**src/rtl/port_uart_tx_if.sv**
```systemverilog
// port_uart_tx_if
//   Bundles the processor-side output port strobe/data and the UART stage
//   status lines.
//   master : the processor side; drives PortWrite/PortData, observes status.
//   slave  : the UART stage; samples PortWrite/PortData, drives Tx, Busy,
//            Full and Overflow.
interface port_uart_tx_if;
  logic        PortWrite;
  logic [31:0] PortData;
  logic        Tx;
  logic        Busy;
  logic        Full;
  logic        Overflow;

  modport master (
    output PortWrite,
    output PortData,
    input  Tx,
    input  Busy,
    input  Full,
    input  Overflow
  );

  modport slave (
    input  PortWrite,
    input  PortData,
    output Tx,
    output Busy,
    output Full,
    output Overflow
  );
endinterface

```
**src/rtl/port_uart_tx.sv**
```systemverilog
// port_uart_tx
//   Buffers 32-bit words from the processor output port in a small FIFO and
//   sends each word as four 8N1 UART frames, byte 0 first, LSB first.
//   Ports:
//     clk   : system clock, rising edge
//     reset : synchronous, active-low
//     port  : slave side of port_uart_tx_if
//             PortWrite/PortData in; Tx, Busy, Full, Overflow out (all
//             registered)
//   Parameters:
//     CLKS_PER_BIT : clock cycles per UART bit (>= 2)
//     FIFO_DEPTH   : buffered words (power of two, >= 2)
module port_uart_tx #(
  parameter int CLKS_PER_BIT = 434,
  parameter int FIFO_DEPTH   = 4
) (
  input  logic           clk,
  input  logic           reset,
  port_uart_tx_if.slave  port
);

  localparam int AW = $clog2(FIFO_DEPTH);
  localparam int BW = $clog2(CLKS_PER_BIT);

  localparam logic [BW-1:0] BAUD_LAST = BW'(CLKS_PER_BIT - 1);
  localparam logic [BW-1:0] BAUD_ZERO = {BW{1'b0}};
  localparam logic [BW-1:0] BAUD_ONE  = BW'(1);
  localparam logic [AW:0]   CNT_FULL  = (AW + 1)'(FIFO_DEPTH);
  localparam logic [AW:0]   CNT_ZERO  = {(AW + 1){1'b0}};
  localparam logic [AW:0]   CNT_ONE   = (AW + 1)'(1);
  localparam logic [AW-1:0] PTR_ZERO  = {AW{1'b0}};
  localparam logic [AW-1:0] PTR_ONE   = AW'(1);

  typedef enum logic [1:0] {
    S_IDLE  = 2'd0,
    S_START = 2'd1,
    S_DATA  = 2'd2,
    S_STOP  = 2'd3
  } state_e;

  state_e          state_q, state_d;
  logic [BW-1:0]   baud_q, baud_d;
  logic [2:0]      bit_idx_q, bit_idx_d;
  logic [1:0]      byte_idx_q, byte_idx_d;
  logic [31:0]     shift_q, shift_d;
  logic            tx_q, tx_d;
  logic            busy_q, busy_d;
  logic            full_q, full_d;
  logic            ovf_q, ovf_d;
  logic [AW-1:0]   wr_ptr_q, wr_ptr_d;
  logic [AW-1:0]   rd_ptr_q, rd_ptr_d;
  logic [AW:0]     count_q, count_d;
  logic [31:0]     mem_q [FIFO_DEPTH];

  logic            fifo_full_s;
  logic            fifo_empty_s;
  logic            push_s;
  logic            pop_s;
  logic            bit_done_s;
  logic [7:0]      cur_byte_s;

  // Full is judged on the pre-edge count, so a same-edge pop never makes room.
  assign fifo_full_s  = (count_q == CNT_FULL);
  assign fifo_empty_s = (count_q == CNT_ZERO);
  assign push_s       = port.PortWrite & ~fifo_full_s;
  assign bit_done_s   = (baud_q == BAUD_LAST);
  assign cur_byte_s   = shift_q[{byte_idx_q, 3'b000} +: 8];

  // FSM next state, baud/bit/byte counters, pop request and next Tx level.
  always_comb begin
    state_d    = state_q;
    baud_d     = baud_q + BAUD_ONE;
    bit_idx_d  = bit_idx_q;
    byte_idx_d = byte_idx_q;
    shift_d    = shift_q;
    tx_d       = tx_q;
    pop_s      = 1'b0;
    case (state_q)
      S_IDLE: begin
        baud_d = BAUD_ZERO;
        tx_d   = 1'b1;
        if (!fifo_empty_s) begin
          pop_s      = 1'b1;
          shift_d    = mem_q[rd_ptr_q];
          byte_idx_d = 2'd0;
          state_d    = S_START;
          tx_d       = 1'b0;
        end else begin
          state_d = S_IDLE;
        end
      end
      S_START: begin
        if (bit_done_s) begin
          baud_d    = BAUD_ZERO;
          bit_idx_d = 3'd0;
          state_d   = S_DATA;
          tx_d      = cur_byte_s[0];
        end else begin
          tx_d = 1'b0;
        end
      end
      S_DATA: begin
        if (bit_done_s) begin
          baud_d = BAUD_ZERO;
          if (bit_idx_q == 3'd7) begin
            state_d = S_STOP;
            tx_d    = 1'b1;
          end else begin
            bit_idx_d = bit_idx_q + 3'd1;
            tx_d      = cur_byte_s[bit_idx_q + 3'd1];
          end
        end else begin
          tx_d = tx_q;
        end
      end
      S_STOP: begin
        if (bit_done_s) begin
          baud_d = BAUD_ZERO;
          if (byte_idx_q != 2'd3) begin
            byte_idx_d = byte_idx_q + 2'd1;
            state_d    = S_START;
            tx_d       = 1'b0;
          end else if (!fifo_empty_s) begin
            // Back-to-back words: next start bit follows this stop bit directly.
            pop_s      = 1'b1;
            shift_d    = mem_q[rd_ptr_q];
            byte_idx_d = 2'd0;
            state_d    = S_START;
            tx_d       = 1'b0;
          end else begin
            state_d = S_IDLE;
            tx_d    = 1'b1;
          end
        end else begin
          tx_d = 1'b1;
        end
      end
      default: begin
        state_d = S_IDLE;
        baud_d  = BAUD_ZERO;
        tx_d    = 1'b1;
      end
    endcase
  end

  // FIFO pointers/count, sticky overflow and registered status outputs.
  always_comb begin
    wr_ptr_d = push_s ? (wr_ptr_q + PTR_ONE) : wr_ptr_q;
    rd_ptr_d = pop_s  ? (rd_ptr_q + PTR_ONE) : rd_ptr_q;
    case ({push_s, pop_s})
      2'b10:   count_d = count_q + CNT_ONE;
      2'b01:   count_d = count_q - CNT_ONE;
      default: count_d = count_q;
    endcase
    ovf_d  = ovf_q | (port.PortWrite & fifo_full_s);
    busy_d = (state_d != S_IDLE);
    full_d = (count_d == CNT_FULL);
  end

  // State and control registers with synchronous active-low reset.
  always_ff @(posedge clk) begin
    if (!reset) begin
      state_q    <= S_IDLE;
      baud_q     <= BAUD_ZERO;
      bit_idx_q  <= 3'd0;
      byte_idx_q <= 2'd0;
      shift_q    <= 32'h0000_0000;
      tx_q       <= 1'b1;
      busy_q     <= 1'b0;
      full_q     <= 1'b0;
      ovf_q      <= 1'b0;
      wr_ptr_q   <= PTR_ZERO;
      rd_ptr_q   <= PTR_ZERO;
      count_q    <= CNT_ZERO;
    end else begin
      state_q    <= state_d;
      baud_q     <= baud_d;
      bit_idx_q  <= bit_idx_d;
      byte_idx_q <= byte_idx_d;
      shift_q    <= shift_d;
      tx_q       <= tx_d;
      busy_q     <= busy_d;
      full_q     <= full_d;
      ovf_q      <= ovf_d;
      wr_ptr_q   <= wr_ptr_d;
      rd_ptr_q   <= rd_ptr_d;
      count_q    <= count_d;
    end
  end

  // FIFO storage; contents need no reset because the pointers/count gate use.
  always_ff @(posedge clk) begin
    if (push_s) begin
      mem_q[wr_ptr_q] <= port.PortData;
    end
  end

  assign port.Tx       = tx_q;
  assign port.Busy     = busy_q;
  assign port.Full     = full_q;
  assign port.Overflow = ovf_q;

endmodule

```
**src/flat_wrapper.sv**
```systemverilog
// flat-port wrapper written by rule: the top's interface ports become plain ports
module port_uart_tx_flat 
#(
  parameter int CLKS_PER_BIT = 434,
  parameter int FIFO_DEPTH   = 4
)
  (clk, reset, port_PortWrite, port_PortData, port_Tx, port_Busy, port_Full, port_Overflow);
  port_uart_tx_if port_i ();
  input  logic clk;
  input  logic reset;
  input wire logic [$bits(port_i.PortWrite)-1:0] port_PortWrite;
  input wire logic [$bits(port_i.PortData)-1:0] port_PortData;
  output wire logic [$bits(port_i.Tx)-1:0] port_Tx;
  output wire logic [$bits(port_i.Busy)-1:0] port_Busy;
  output wire logic [$bits(port_i.Full)-1:0] port_Full;
  output wire logic [$bits(port_i.Overflow)-1:0] port_Overflow;
  assign port_i.PortWrite = port_PortWrite;
  assign port_i.PortData = port_PortData;
  assign port_Tx = port_i.Tx;
  assign port_Busy = port_i.Busy;
  assign port_Full = port_i.Full;
  assign port_Overflow = port_i.Overflow;
  port_uart_tx #(.CLKS_PER_BIT(CLKS_PER_BIT), .FIFO_DEPTH(FIFO_DEPTH)) u_core (.clk(clk), .reset(reset), .port(port_i));
endmodule
```
**config.mk**
```make
export PLATFORM = sky130hd
export DESIGN_NAME = port_uart_tx_flat
export DESIGN_NICKNAME = d
export VERILOG_FILES = /design/src/rtl/port_uart_tx_if.sv /design/src/rtl/port_uart_tx.sv /design/src/flat_wrapper.sv
export SDC_FILE = /design/constraint.sdc
export NUM_CORES = 1
export LEC_CHECK = 0
export ABC_CLOCK_PERIOD_IN_PS = 2600
export BUFFER_PORTS_ARGS = -buffer_cell sky130_fd_sc_hd__buf_4
export CORE_MARGIN = 4
export CORE_UTILIZATION = 50
export CTS_CLUSTER_DIAMETER = 150
export DETAILED_ROUTE_END_ITERATION = 8
export GPL_TIMING_DRIVEN = 1
export PLACE_DENSITY = 0.73
export SYNTH_ARGS = -nofsm -noshare
export SYNTH_HDL_FRONTEND = slang
export SYNTH_SLANG_ARGS = --single-unit
```
**constraint.sdc**
```tcl
create_clock -name clk -period 2.6 [get_ports clk]
set_clock_uncertainty 0.1 [all_clocks]
set_input_delay 0.26 -clock clk [delete_from_list [all_inputs] [get_ports clk]]
set_output_delay 0.26 -clock clk [all_outputs]
set_load 0.01 [all_outputs]
```
## Yosys cells after proc, flatten, opt, wreduce, memory -nomap -nowiden

Memories as Yosys holds them, arrays and structs flattened. A register that Yosys moved wholly into a read port is not among the register bits.
Index checks and enable logic that the tools add are counted.

| cells by class | value |
|---|---|
| shift operators | 1 |
| add/subtract/negate cells | 7 |
| mux-type cells | 39 |
| reductions and logical operators | 9 |
| eq/ne operators | 15 |
| bitwise logic cells | 4 |
| order comparisons | 1 |

Operators with widths:

| cell | count |
|---|---|
| $mux W32 | 3 |
| $pmux W32 S2 | 1 |
| $shiftx A32 B6 Y8 | 1 |
| $mux W2 | 10 |
| $pmux W9 S2 | 1 |
| $mux W1 | 13 |
| $pmux W3 S2 | 2 |
| $add A9 B1 Y9 const B | 1 |
| $eq A3 B3 Y1 const B | 3 |
| $eq A9 B9 Y1 const B | 1 |
| $mux W3 | 3 |
| $mux W9 | 1 |
| $pmux W2 S4 | 1 |
| $add A2 B1 Y2 const B | 3 |
| $add A3 B1 Y3 const B | 2 |
| $eq A2 B2 Y1 const B | 3 |
| $ne A2 B1 Y1 const B | 3 |
| $ne A2 B2 Y1 const B | 3 |
| $reduce_bool A2 Y1 | 3 |
| $eq A2 B1 Y1 const B | 2 |
| $lt A3 B4 Y1 const B | 1 |
| $pmux W1 S4 | 1 |
| $pmux W2 S2 | 1 |
| $reduce_and A4 Y1 | 1 |
| other kinds (11) | 12 |

| storage, ports and cells | value |
|---|---|
| memories | 1 |
| output and inout bits | 4 |
| RAM bits | 128 |
| input port bits | 35 |
| register bits after elaboration | 59 |
| logic and storage cells | 89 |

Memory list:

| name | depth | width | read ports | clocked after memory_dff | write ports | RTL line | text |
|---|---|---|---|---|---|---|---|
| u_core.mem_q | 4 | 32 | 1 | 1 | 1 | port_uart_tx.sv:53 | `logic [31:0] mem_q [FIFO_DEPTH];` |

## Depth between registers and ports, before layout

| depth | value |
|---|---|
| word-level depth | 8 |
| gate-level depth with buffers | 12 |
| depth with buffers taken out | 12 |

## Worst setup path before layout

Ideal clock, no wire load.

| timing path | value |
|---|---|
| path type | register to register |
| start | register u_core.baud_q[0] |
| end | register u_core.full_q (netlist: u_core.port.Full) |
| stages on the path, launching flop included | 12 |
| setup slack | -0.064 ns |
| setup time | 0.059 ns |
| clock period less this slack | 2.664 ns |
| required time | 2.441 ns |
| buffers on the path | 0 |
| arrival time | 2.506 ns |
| cell sequence | dfxtp_1 -> ha_1 -> nand4_1 -> nor4_1 -> o21a_1 -> ha_1 -> inv_1 -> fa_1 -> xor2_1 -> or3_1 -> a21boi_1 -> and2_1 |

| between the ends | value |
|---|---|
| longest elaborated chain between the ends | 6 |

Ends and longest elaborated chain:

| what | RTL line | text |
|---|---|---|
| start, declared | port_uart_tx.sv:42 | `logic [BW-1:0] baud_q, baud_d;` |
| start signal, assigned | port_uart_tx.sv:177 | `baud_q <= baud_d;` |
| $eq A9 B9 Y1 (*) | port_uart_tx.sv:66 | `assign bit_done_s = (baud_q == BAUD_LAST);` |
| $mux W1 (*) | port_uart_tx.sv:117 | `if (bit_done_s) begin` |
| $pmux W1 S2 (*) | port_uart_tx.sv:78 | `case (state_q)` |
| via u_core.pop_s | port_uart_tx.sv:58 | `logic pop_s;` |
| $eq A2 B1 Y1 or $eq A2 B2 Y1 (tied branches) | port_uart_tx.sv:150 | `case ({push_s, pop_s})` |
| $pmux W3 S2 (*) | port_uart_tx.sv:150 |  |
| $eq A3 B3 Y1 (*) | port_uart_tx.sv:157 | `full_d = (count_d == CNT_FULL);` |
| end signal, assigned | port_uart_tx.sv:183 | `full_q <= full_d;` |
| end, declared | port_uart_tx.sv:48 | `logic full_q, full_d;` |

Mark *: on every way through the listed nets, which the timed path passes. The rest lies on a longest branch.
A chain may end at the register's enable or synchronous reset.

## Final worst setup path

| timing path | value |
|---|---|
| start | register u_core.baud_q[1] |
| end | register u_core.full_q (netlist: u_core.port.Full) |

Same word-level chain as after synthesis.

==> results by stage <==
Floorplan:
- The number of primary I/O pins is 39.
- The initial utilization of the core area, before any placement, comes to 51.7%.
- From left edge to right edge, the die measures 131 um.
- The floorplan row count is 44.
- In this run the vertical extent of the chip is 131 um.
- The core region is 14700 sq um.
- The area enclosed by the die boundary is 17200 sq um.

Timing:
- Setup violations remaining at the end of the flow were counted as 1.
- The minimum clock period is 2.63 ns.
- The headroom to the max-slew limit is 65.3%.
- The final clock period utilization by the worst path is 101%.
- The maximum clock frequency is 0.380 GHz.
- The post-route worst setup slack is -0.0306 ns.
- The final-report max-slew violation count is 0.
- At the pin with the least slew margin, the transition time is 0.521 ns.
- The accumulated negative setup slack is -0.0306 ns.
- The number of failing hold endpoints at the final stage is 0.
- Setup repair after global routing could not meet its margin everywhere.

Place:
- Input and output buffers added on the ports amount to 38.
- The wire-length estimate of the detail-placed layout is 8.64 mm.
- The pre-CTS setup slack is -0.0900 ns.
- The standard cell area after detailed placement is 8220 sq um.
- The post-placement cell count is 738.
- The final weighted congestion in routability-driven placement is 0.789.

Yosys:
- By area the synthesized netlist is led by edfxtp_1, dfxtp_1, mux4_2, nand2_1, a21boi_1.
- Synthesis inferred 189 register bits.
- The share of the synthesized area in the top cell type is 50.5%.
- Dividing the synthesized area by the synthesized cell count gives 14.7 sq um.
- The cell area that synthesis handed to floorplanning was 7610 sq um.
- The share of the Yosys chip area taken by registers is 66.6%.
- The flip-flop cell with the highest count after synthesis is edfxtp_1.
- Synthesis handed over a netlist of 518 instances.
- The number of warnings printed during yosys synthesis is 0.
- The synthesized design spends more area on one cell type than any other, namely edfxtp_1.
- The netlist uses 46 different library cells.
- The number of nets handed over by synthesis was 569.
- The share of synthesized registers carrying an async set or reset is 0%.
- In this run, synthesis inferred 128 flip-flops with an integrated enable.

Finish:
- The area growth from synthesis to layout is 20.7%.
- In the layout the commonest cells are edfxtp_1, nand2_1, buf_4, dfxtp_1, a21boi_1.
- For this run, the post-layout net count is 661.
- The filler-free cell count of the finished design is 807.
- Leaving out fill and tap cells, the most frequent cell in the layout is edfxtp_1.
- The antenna diode count is 0.
- The core occupancy in the finished layout is 62.5%.
- The fraction of final layout cells sized beyond drive strength 1 is 23.1%.
- The post-route standard cell area excluding fillers is 9180 sq um.

Run:
- The tool flagged a number of max-cap violations equal to 0.

Power:
- The leakage dissipation is 3.19 nW.
- The total power density per cell area is 929 nW/um^2.
- The maximum VDD drop is 1.04 mV.

GRT:
- The global-route wire length before repair is 23.8 mm.
- The number of antenna violations at the first check in global routing is 0.
- The via count of the first global-routing pass came to 4577.
- Global routing finished with a remaining overflow of 0.
- Entering global routing, the biggest net connects 52 pins.
- Global routing used 17.4% of the available tracks.

Clock tree:
- The number of clock sinks is 189.
- Clock-pin slew was measured on the worst setup and hold paths at 0.07 ns.
- The root buffer cell is clkbuf_16.
- TritonCTS built the clock tree.
- The worst-skew pair later-pin latency is 0.43 ns.
- The deepest level of the CTS H-tree is 4.
- The largest buffer count on any clock path is 2.
- The total CTS buffers is 17.

Critical path:
- Tracing the worst setup path back leads to its startpoint at u_core.baud_q[1].
- The critical path data arrival time is 2.90 ns.
- The reg-to-reg startpoint is u_core.baud_q[1].
- The endpoint of the lowest-slack register-to-register path is u_core.port.Full.
- The nature of the critical path startpoint is a flop.
- The maximum fanout along the worst path is 3.
- The required time of the critical path is 2.87 ns.
- The cell count of the worst reg-to-reg path is 12.
- The critical path is of the flop to flop type.
- STA classifies the critical path endpoint as a flop.
- The setup slack on the worst flop-to-flop path is -0.03 ns.

Hold path:
- The hold path startpoint is port_PortWrite.
- For hold timing, the worst endpoint is u_core.port.Overflow.
- The hold path depth is 3.
- The path class of the lowest-slack min-delay path is primary input to flop.

Drt:
- After detailed routing, the average wire length per cell comes to 17.4 um.
- Dividing the detail-routed via count by the number of cells gives 5.50.
- The first detailed-routing pass took 5 iterations.
- In the routed design, unresolved DRC markers number 0.
- The total via count after detailed routing is 4437.
- The count of nets left with antenna violations once routing finished came out at 0.
- Wires add up to 14.1 mm.
- The first-iteration detailed-routing DRC count is 401.

Status:
- The checks that failed: negative setup slack.
- The run finished, with violations left.
-- Yosys cell counts (6+ instances only) --
cell type	number
a21boi_1	35
mux4_2	32
xnor2_1	6
and2_1	11
dfxtp_1	61
mux2i_1	18
clkbuf_1	15
nor2b_1	10
nor2_1	15
ha_1	15
edfxtp_1	128
nand3_1	9
buf_2	8
inv_1	9
nand2_1	82
a22oi_1	7
xor2_1	6
-- worst max-delay path, cell delays in order (launching register included) --
cell      delay, ns
dfxtp_2        0.33
inv_2          0.06
ha_4           0.11
nand4_1        0.13
nor4_2         0.32
o21a_1         0.20
ha_2           0.20
inv_2          0.04
fa_2           0.33
xor2_1         0.15
or3_1          0.32
a21boi_2       0.16
and2_4         0.15
-- what timing repair did --
item                                    in CTS  in global routing
pin swaps                                    6                  3
endpoints found under the setup margin       1                  2
hold endpoints to repair                   128                  0
setup buffers                                3                  2
hold buffers                                32                  0
resized for setup                            5                  9
-- state kept, by name (all words and copies together), names as in the netlist, 2 cells and up, named ones only --
register / cells
u_core.bit_idx_q: 3
u_core.byte_idx_q: 2
u_core.baud_q: 9
u_core.rd_ptr_q: 2
u_core.count_q: 3
u_core.mem_q: 128
u_core.wr_ptr_q: 2
u_core.state_q: 2
u_core.shift_q: 32
-- how the worst max path moves through the flow --
stage	endpoint	slack, ns	depth (start not counted)
6_report	u_core.port.Full	-0.03	12
5_1_grt	u_core.port.Full	-0.15	12
4_1_cts	u_core.port.Full	0.005	11
3_5_place_dp	u_core.port.Full	-0.09	12
3_3_place_gp	u_core.port.Full	0.03	12
2_1_floorplan	u_core.port.Full	0.001	11
-- stage by stage --
step / total power (W) / hold WS (ns)
after floorplan: 0.00537 / 0.259
after global placement: 0.00597 / 0.343
after detailed placement: 0.00603 / 0.344
after CTS: 0.00857 / 0.0175
after global routing: 0.00902 / 0.0391
final: 0.00853 / 0.0315
-- where the power goes --
part / internal, W / switching (W) / total (W)
Sequential: 0.00372 / 0.000217 / 0.00394
Clock: 0.00135 / 0.00113 / 0.00248
Combinational: 0.000978 / 0.00113 / 0.00211
Total: 0.00605 / 0.00248 / 0.00853
-- kinds of logic after synthesis --
family                     Yosys count  share of synthesized area (%)
muxes                               51                           12.0
and+or+nand+nor                    147                           8.80
buffers and inverters               34                           1.81
xor gates and xnor gates            12                           1.38
AOI/OAI and AO/OA                   69                           6.70
DFF                                189                           66.6
adders and majority gates           16                           2.73
-- layer usage --
metal	vias to the layer above	share of wire, %	global-route usage [%]	routed length [um]
met4	0	0.82	4.61	116
met5	-	0	0	0
met3	10	3.7	4.17	517
li1	2107	-	-	-
met2	85	51	29.3	7200
met1	2235	44	22.9	6240
-- cell type report --
type / count / area (sq um)
clock inverters: 12 / 130
multi-input cells: 295 / 2450
flip-flops and latches: 189 / 5070
repair buffers: 98 / 828
fillers: 1045 / 5520
well taps: 184 / 230
inverters: 9 / 33.8
clock buffers: 20 / 437
Power figures use the tool's default switching activity.
